<file path="config.mk">
export PLATFORM = sky130hd
export DESIGN_NAME = fetch_queue_unit_flat
export DESIGN_NICKNAME = d
export VERILOG_FILES = /design/src/rtl/fetch_queue_unit_if.sv /design/src/rtl/fetch_queue_unit.sv /design/src/flat_wrapper.sv
export SDC_FILE = /design/constraint.sdc
export NUM_CORES = 1
export LEC_CHECK = 0
export ABC_AREA = 1
export CAP_MARGIN = 30
export CELL_PAD_IN_SITES_DETAIL_PLACEMENT = 1
export CELL_PAD_IN_SITES_GLOBAL_PLACEMENT = 2
export CORE_ASPECT_RATIO = 1.4
export CORE_UTILIZATION = 37
export CTS_CLUSTER_DIAMETER = 200
export CTS_CLUSTER_SIZE = 28
export DETAILED_ROUTE_END_ITERATION = 12
export GPL_TIMING_DRIVEN = 0
export HOLD_SLACK_MARGIN = 0.15
export PLACE_DENSITY = 0.81
export SLEW_MARGIN = 20
export SYNTH_ARGS = -nofsm -noshare
export SYNTH_HDL_FRONTEND = slang
export SYNTH_SLANG_ARGS = --single-unit
export TNS_END_PERCENT = 100
</file>
<file path="constraint.sdc">
create_clock -name clk -period 5.4 [get_ports clk]
set_clock_uncertainty 0.05 [all_clocks]
set_input_delay 1.08 -clock clk [delete_from_list [all_inputs] [get_ports clk]]
set_output_delay 1.08 -clock clk [all_outputs]
set_load 0.05 [all_outputs]
</file>
<file path="src/rtl/fetch_queue_unit_if.sv">
// Instruction-memory request/response channel between the fetch unit (master)
// and instruction memory (slave).
interface fetch_queue_unit_if #(
    parameter int XLEN = 32
);
    logic            imem_req_valid;
    logic            imem_req_ready;
    logic [XLEN-1:0] imem_req_addr;
    logic            imem_rsp_valid;
    logic [31:0]     imem_rsp_data;

    modport master (
        output imem_req_valid,
        output imem_req_addr,
        input  imem_req_ready,
        input  imem_rsp_valid,
        input  imem_rsp_data
    );

    modport slave (
        input  imem_req_valid,
        input  imem_req_addr,
        output imem_req_ready,
        output imem_rsp_valid,
        output imem_rsp_data
    );
endinterface

</file>
<file path="src/rtl/fetch_queue_unit.sv">
// Fetch stage: PC generation, credit-limited in-order imem requests, response
// FIFO with post-redirect drop tracking, and the Decode instruction register.
module fetch_queue_unit #(
    parameter int              XLEN     = 32,
    parameter logic [XLEN-1:0] RESET_PC = 32'h0000_0000,
    parameter int              QDEPTH   = 4
) (
    input  logic                clk,
    input  logic                reset,
    input  logic                stallF,
    input  logic                flushD,
    input  logic                redirect_valid,
    input  logic [XLEN-1:0]     redirect_pc,
    fetch_queue_unit_if.master  imem,
    output logic                validD,
    output logic [31:0]         instrD,
    output logic [XLEN-1:0]     pcD,
    output logic [XLEN-1:0]     pcplus4D
);
    localparam int          PW  = $clog2(QDEPTH);
    localparam int          CW  = PW + 1;
    localparam logic [31:0] NOP = 32'h0000_0013;

    logic [XLEN-1:0] pcR;
    logic [CW-1:0]   outstandingR;
    logic [CW-1:0]   dropCntR;
    logic [CW-1:0]   fifoCountR;
    logic [PW-1:0]   fifoWrR;
    logic [PW-1:0]   fifoRdR;
    logic [PW-1:0]   pcqWrR;
    logic [PW-1:0]   pcqRdR;
    logic [XLEN-1:0] pcQ     [QDEPTH];
    logic [31:0]     instQ   [QDEPTH];
    logic [XLEN-1:0] instPcQ [QDEPTH];

    logic [CW:0]     inUseS;
    logic            creditS;
    logic            reqValidS;
    logic            fireS;
    logic            rspS;
    logic            acceptS;
    logic            fifoEmptyS;
    logic            dUpdateS;
    logic            popS;
    logic            bypassS;
    logic            pushS;
    logic [XLEN-1:0] rspPcS;

    assign inUseS     = {1'b0, outstandingR} + {1'b0, fifoCountR};
    assign creditS    = inUseS < (CW+1)'(QDEPTH);
    assign reqValidS  = !reset && !redirect_valid && creditS;
    assign fireS      = reqValidS && imem.imem_req_ready;
    assign rspS       = imem.imem_rsp_valid;
    // A response is live only if it is not owed to an earlier redirect.
    assign acceptS    = rspS && (dropCntR == CW'(0)) && !redirect_valid;
    assign fifoEmptyS = (fifoCountR == CW'(0));
    assign dUpdateS   = !redirect_valid && !flushD && !stallF;
    assign popS       = dUpdateS && !fifoEmptyS;
    assign bypassS    = dUpdateS && fifoEmptyS && acceptS;
    assign pushS      = acceptS && !bypassS;
    assign rspPcS     = pcQ[pcqRdR];

    assign imem.imem_req_valid = reqValidS;
    assign imem.imem_req_addr  = pcR;

    // Storage arrays: request-PC queue and instruction/PC FIFO (no reset needed).
    always_ff @(posedge clk) begin
        if (fireS) begin
            pcQ[pcqWrR] <= pcR;
        end
        if (pushS) begin
            instQ[fifoWrR]   <= imem.imem_rsp_data;
            instPcQ[fifoWrR] <= rspPcS;
        end
    end

    // PC, credit, drop and FIFO pointer state.
    always_ff @(posedge clk) begin
        if (reset) begin
            pcR          <= RESET_PC;
            outstandingR <= CW'(0);
            dropCntR     <= CW'(0);
            fifoCountR   <= CW'(0);
            fifoWrR      <= PW'(0);
            fifoRdR      <= PW'(0);
            pcqWrR       <= PW'(0);
            pcqRdR       <= PW'(0);
        end else begin
            outstandingR <= outstandingR + CW'(fireS) - CW'(rspS);
            // The PC queue tracks every in-flight request, dropped or not.
            if (fireS) pcqWrR <= pcqWrR + PW'(1);
            if (rspS)  pcqRdR <= pcqRdR + PW'(1);
            if (redirect_valid) begin
                pcR        <= redirect_pc;
                dropCntR   <= outstandingR - CW'(rspS);
                fifoCountR <= CW'(0);
                fifoWrR    <= PW'(0);
                fifoRdR    <= PW'(0);
            end else begin
                if (fireS) pcR <= pcR + XLEN'(4);
                if (rspS && (dropCntR != CW'(0))) dropCntR <= dropCntR - CW'(1);
                if (pushS) fifoWrR <= fifoWrR + PW'(1);
                if (popS)  fifoRdR <= fifoRdR + PW'(1);
                fifoCountR <= fifoCountR + CW'(pushS) - CW'(popS);
            end
        end
    end

    // Decode register: flush/redirect beats stall; FIFO head beats bypass.
    always_ff @(posedge clk) begin
        if (reset) begin
            validD   <= 1'b0;
            instrD   <= NOP;
            pcD      <= XLEN'(0);
            pcplus4D <= XLEN'(0);
        end else if (redirect_valid || flushD) begin
            validD <= 1'b0;
            instrD <= NOP;
        end else if (stallF) begin
            validD <= validD;
        end else if (!fifoEmptyS) begin
            validD   <= 1'b1;
            instrD   <= instQ[fifoRdR];
            pcD      <= instPcQ[fifoRdR];
            pcplus4D <= instPcQ[fifoRdR] + XLEN'(4);
        end else if (acceptS) begin
            validD   <= 1'b1;
            instrD   <= imem.imem_rsp_data;
            pcD      <= rspPcS;
            pcplus4D <= rspPcS + XLEN'(4);
        end else begin
            validD <= 1'b0;
        end
    end

    fetch_queue_unit_chk #(.CW(CW), .QDEPTH(QDEPTH)) u_chk (
        .clk        (clk),
        .reset      (reset),
        .push       (pushS),
        .pop        (popS),
        .fifoCount  (fifoCountR)
    );
endmodule

// Invariant checks for the fetch FIFO.
module fetch_queue_unit_chk #(
    parameter int CW     = 3,
    parameter int QDEPTH = 4
) (
    input logic          clk,
    input logic          reset,
    input logic          push,
    input logic          pop,
    input logic [CW-1:0] fifoCount
);
    // The credit rule must keep a push from ever landing on a full FIFO.
    always_ff @(posedge clk) begin
        if (!reset) begin
            assert (!(push && !pop && (fifoCount == CW'(QDEPTH))))
                else $error("fetch FIFO overflow");
        end
    end
endmodule

</file>
<file path="src/flat_wrapper.sv">
// flat-port wrapper written by rule: the top's interface ports become plain ports
module fetch_queue_unit_flat 
#(
    parameter int              XLEN     = 32,
    parameter logic [XLEN-1:0] RESET_PC = 32'h0000_0000,
    parameter int              QDEPTH   = 4
)
  (clk, reset, stallF, flushD, redirect_valid, redirect_pc, validD, instrD, pcD, pcplus4D, imem_imem_req_valid, imem_imem_req_addr, imem_imem_req_ready, imem_imem_rsp_valid, imem_imem_rsp_data);
  fetch_queue_unit_if #(.XLEN(XLEN)) imem_i ();
  input  logic clk;
  input  logic reset;
  input  logic stallF;
  input  logic flushD;
  input  logic redirect_valid;
  input  logic [XLEN-1:0] redirect_pc;
  output logic validD;
  output logic [31:0] instrD;
  output logic [XLEN-1:0] pcD;
  output logic [XLEN-1:0] pcplus4D;
  output wire logic [$bits(imem_i.imem_req_valid)-1:0] imem_imem_req_valid;
  output wire logic [$bits(imem_i.imem_req_addr)-1:0] imem_imem_req_addr;
  input wire logic [$bits(imem_i.imem_req_ready)-1:0] imem_imem_req_ready;
  input wire logic [$bits(imem_i.imem_rsp_valid)-1:0] imem_imem_rsp_valid;
  input wire logic [$bits(imem_i.imem_rsp_data)-1:0] imem_imem_rsp_data;
  assign imem_imem_req_valid = imem_i.imem_req_valid;
  assign imem_imem_req_addr = imem_i.imem_req_addr;
  assign imem_i.imem_req_ready = imem_imem_req_ready;
  assign imem_i.imem_rsp_valid = imem_imem_rsp_valid;
  assign imem_i.imem_rsp_data = imem_imem_rsp_data;
  fetch_queue_unit #(.XLEN(XLEN), .RESET_PC(RESET_PC), .QDEPTH(QDEPTH)) u_core (.clk(clk), .reset(reset), .stallF(stallF), .flushD(flushD), .redirect_valid(redirect_valid), .redirect_pc(redirect_pc), .imem(imem_i), .validD(validD), .instrD(instrD), .pcD(pcD), .pcplus4D(pcplus4D));
endmodule
</file>
After elaboration in Yosys (flattened, before gate mapping)
Memories as Yosys holds them, arrays and structs flattened. A register that Yosys moved wholly into a read port is not among the register bits.
Index checks and enable logic that the tools add are counted.

word-level totals
  memories = 3
  output and inout bits = 130
  logic and storage cells = 83
  register bits after elaboration = 146
  memory bits (writable) = 384

operators by class
  $lt $le $gt $ge = 1
  equality and inequality tests = 1
  add/sub/neg operators = 14
  mux-type cells = 22
  reductions and logical operators = 28
  bitwise operators = 2

memory list
  memory          words  width  read ports  clocked after memory_dff  wr ports  line                    RTL
  u_core.instPcQ  4      32     1           1                         1         fetch_queue_unit.sv:34  logic [XLEN-1:0] instPcQ [QDEPTH];
  u_core.instQ    4      32     1           1                         1         fetch_queue_unit.sv:33  logic [31:0] instQ [QDEPTH];
  u_core.pcQ      4      32     1           1                         1         fetch_queue_unit.sv:32  logic [XLEN-1:0] pcQ [QDEPTH];

operator list
  cell                   number
  $mux 32                8
  $add 32x3->32 const B  3
  $logic_and 1x1->1      12
  $mux 2                 6
  $sub 3x1->3            3
  $add 2x1->2 const B    4
  $add 3x1->3            2
  $logic_not 1->1        6
  $logic_not 3->1        2
  $mux 1                 6
  $mux 3                 2
  $add 3x3->4            1
  $lt 4x3->1 const B     1
  $reduce_bool 2->1      2
  $reduce_or 2->1        2
  $reduce_and 3->1       1
  $reduce_bool 3->1      1
  $sub 3x1->3 const B    1
  $ne 2x1->1 const B     1
  $not 1->1              2
  $reduce_and 2->1       1
  $logic_or 1x1->1       1

Depth between registers and ports, before layout
  depth in word-level cells = 9
  depth in mapped cells = 17

Worst setup path before layout
No wires, ideal clock.

  path kind = in2reg
  from = in redirect_valid
  to = mem u_core.instPcQ[0][0], enable pin
  stages on the path = 6
  data arrival time = 4,469 ps
  path slack = 395 ps
  setup time = 486 ps
  cell sequence = buf_2 -> inv_2 -> nand4_1 -> a21oi_1 -> inv_1 -> nor2_1

between the ends
  longest elaborated chain between the ends = 9
  elaborated cells on any way between the ends = 10
  those cells by class = mux (2); reduce/logical (8)

RTL lines
  what                              line                                            RTL
  start, declared                   flat_wrapper.sv:14                              input logic redirect_valid;
  $logic_not 1->1 (*)               fetch_queue_unit.sv:55, fetch_queue_unit.sv:57
  $logic_and 1x1->1 (2 in a row)    fetch_queue_unit.sv:57                          assign dUpdateS = !redirect_valid && !flushD && !stallF;
  $logic_and 1x1->1 (2 in a row)    fetch_queue_unit.sv:59                          assign bypassS = dUpdateS && fifoEmptyS && acceptS;
  $logic_not 1->1                   fetch_queue_unit.sv:60                          assign pushS = acceptS && !bypassS;
  $logic_and 1x1->1 (*)             fetch_queue_unit.sv:60
  named net u_core.pushS            fetch_queue_unit.sv:46                          logic pushS;
  $mux 1 (*)                        fetch_queue_unit.sv:71                          if (pushS) begin
  $mux 1 (implied by the code) (*)  fetch_queue_unit.sv:73                          instPcQ[fifoWrR] <= rspPcS;
  end, declared                     fetch_queue_unit.sv:34

Mark *: on every way through the listed nets, which the timed path passes. The rest lies on a longest branch.

Worst setup path after layout
  from = in reset
  to = out imem_imem_req_valid

between the ends
  longest elaborated chain between the ends = 3

RTL lines
  what                            line                    RTL
  start, declared                 flat_wrapper.sv:11      input logic reset;
  $logic_not 1->1                 fetch_queue_unit.sv:51  assign reqValidS = !reset && !redirect_valid && creditS;
  $logic_and 1x1->1 (2 in a row)  fetch_queue_unit.sv:51
  end, declared                   flat_wrapper.sv:20      output wire logic [$bits(imem_i.imem_req_valid)-1:0] imem_imem_req_valid;

No other way between the ends.

==> results.yml <==
outcome:
  status: "complete, no violations"
power_and_ir_drop:
  internal-power_w: 0.00560
  peakVddDrop_uv: 181
  swShare: 0.264
  power_w: 0.00761
  power_frac_clock: 0.270
  p_comb_frac: 0.129
  leakagePower_nw: 9.80
  p_switching_w: 0.00201
  seq_power_share: 0.602
  power_density_mw_per_mm2: 285
grt:
  grtUsageMet2: 0.468
  use_met1: 0.274
  grt_start_max_net_pins: 30
  first_global_vias: 18300
  grt_overflow: 0
  busiest_layer: "met2"
  antenna_found_initial: 1
  grtUsageTotal: 0.242
  grt_pass1_wl_um: 112000
  use_met3: 0.0186
placed_design:
  io_buffers: 198
  place.gp.congestion: 0.867
  place_area_sq_mm: 0.0261
  place_hpwl_um: 56500
layout:
  area_delta_synth_final_pct: 17.9
  final_area_sq_mm: 0.0267
  drive_above_1_share: 0.0609
  n_antenna_cell: 0
  fill_cells: 6699
  finalNetCount: 2572
floorplanning:
  rows: 106
  dieHeight_um: 295
  initial_core_util: 0.377
  core_sq_mm: 0.0601
  die-area_sq_mm: 0.0622
  pin_count: 201
  die_w_um: 211
synth:
  synth_ff_type: "edfxtp_1"
  synth_area_sq_mm: 0.0226
  yosys-top-cells-count: "nand2_1, edfxtp_1, nor2_1"
  yosysTopAreaCellShare: 0.509
  avgSynthCellArea_sq_um: 10.1
  synthDistinctLibCells: 45
  syn-num-nets: 2333
  synth-seq-cells: 532
  synthArstFlopShare: 0
  netlist_instances: 2240
  synth_edf_count: 384
  seq_area_frac_synth: 0.640
  yosysMostFrequentCell: "nand2_1"
  synth.area.top_cells: "edfxtp_1, dfxtp_1, nand2_1"
  yosysWarnings: 0
  yosysTopAreaCell: "edfxtp_1"
worst_setup_path:
  cp-end-kind: "output port"
  critPathKind: "in2out"
  path_max_fanout: 8
  cpPeakStageDelay_ps: 830
  path_buf_inv: 3
  cpMaxStageDelayCell: "clkdlybuf4s50_1"
  worstPathRequired_ps: 4270
  arrival_ps: 2810
  cp-start-kind: "input port"
  critPathTopFamily: "buffers and inverters"
  cp_cell_sequence: "buf_2 -> inv_2 -> nand2_1 -> nor3_2 -> clkdlybuf4s50_1"
drt:
  drt-total-wl_um: 75100
  dr.pass1.iters: 5
  initialDrtViolationCount: 858
  avgViaCountPerCell: 5.20
  drc: 0
  ant_nets: 0
  num_vias: 17200
  wl_per_cell_um: 22.7
sta:
  drv_slew: 0
  period_needed_ps: 3940
  fin_crit_sh: 0.729
  rsz0062_at_grt: "no"
  tightestPinTransition_ps: 1000
  slew_headroom: 0.333
  fmaxAchievable_mhz: 254
  finalSetupViolCount: 0
  hold_viol: 0
cts:
  cts_buffers: 22
  cts_tree: "done"
  worstSkewPairLatency_ps: 590
  cts.sinks: 532
  path_clk_slew_ps: 100
  cts_buffer_depth: 3
  cts_htree_levels: 1
  cts_setup_buffers: 0
  root_buffer: "clkbuf_16"
  cts-resized-gates: 0
  hold_buffers: 0
hold_path:
  hp-class: "reg2reg"
flow_run:
  cap_violations: 0
[layout by cell type, fill, tap and decap left out, types with 6 or more instances in the layout]
cell             synthesis  final
edfxtp_1               384    384
clkdlybuf4s50_1          0    198
nor2_4                   5     13
o211ai_1                 8      8
buf_2                   33     34
nor2_1                 223    215
buf_1                    6      6
nor3_1                  41     41
o22ai_1                  8      8
a211oi_1                30     30
clkbuf_1                47     63
ha_1                    20     20
a31oi_1                 20     20
xnor2_1                 10     10
a21oi_1                125    125
buf_12                   0     12
inv_2                   10     10
nand2_2                  7      7
buf_4                   23     23
nand3_1                174    174
inv_1                  144    144
nor2_2                   8      8
xor2_1                  22     22
buf_6                   12     12
a221oi_1                32     32
clkbuf_16                0     23
o21ai_0                 91     91
dfxtp_1                148    148
nand4_1                 10     10
nand2_1                563    563
[layer usage]
| layer | part of all wire | vias to the layer above |
|---|---|---|
| met5 | 0 | - |
| met4 | 0.033 | 0 |
| met3 | 0.032 | 85 |
| met2 | 0.54 | 390 |
| met1 | 0.40 | 8602 |
| li1 | - | 8110 |
[per-stage QoR]
stage	setup WS (ps)	utilization	std cells	hold slack (ps)	TNS [ps]
finish	1460	0.444	3305	430	0
global route	1400	0.444	3305	452	0
CTS	1450	0.444	3305	435	0
detailed placement	1200	0.434	3265	403	0
global placement	-3040	0.427	3248	383	-804540
floorplan	395	-	2240	362	0
[area by class of cell]
| cell class | instances | area, sq um | share of cell area |
|---|---|---|---|
| Buffer | 121 | 673 | 0.0252 |
| Sequential cell | 532 | 14500 | 0.543 |
| Multi-Input combinational cell | 1433 | 6960 | 0.261 |
| Clock buffer | 40 | 639 | 0.0240 |
| Inverter | 154 | 578 | 0.0217 |
| Tap cell | 810 | 1010 | 0.0380 |
| Timing Repair Buffer | 215 | 2340 | 0.0876 |
[flip-flops by register name (all words and copies together), names as in the netlist, 30 cells and up, named ones only]
name	cells
u_core.instPcQ	128
u_core.instrD	32
u_core.instQ	128
u_core.pcD	30
u_core.imem.imem_req_addr	32
u_core.pcQ	128
u_core.pcplus4D	32
[tightest hold or removal path: stages (launching register included)]
cell,delay (ps)
dfxtp_1,330
nand2_1,60
a21oi_1,60
[power groups by stage]
stage	Combinational, W	Sequential [W]	Clock [W]
after floorplan	0.000458	0.00475	0
after global placement	0.000937	0.00468	0
after detailed placement	0.000988	0.00467	0
after CTS	0.000992	0.00458	0.00211
after global routing	0.00106	0.00459	0.00223
final	0.000980	0.00458	0.00205
[worst paths after layout]
kind | to | start | slack [ps] | cells past startpoint
setup reg to reg | u_core.instQ[2][23] | u_core.fifoCountR[1] | 1910 | 11
hold / removal | u_core.validD | u_core.validD | 430 | 2
hold reg to reg | u_core.validD | u_core.validD | 430 | 2
setup / recovery | imem_imem_req_valid | reset | 1460 | 5
[logic make-up (layout without fill, tap and decap cells)]
group                    count (synthesis)  after routing  share of synthesized area
AO/OA/AOI/OAI                          336            336                     0.0877
XOR/XNOR                                32             32                     0.0124
adder cells (fa/ha/maj)                 22             22                     0.0128
buffers and inverters                  275            530                     0.0552
flip-flops                             532            532                      0.640
AND/OR/NAND/NOR                       1043           1043                      0.192
Note: power is estimated with default switching activity, not from simulation.
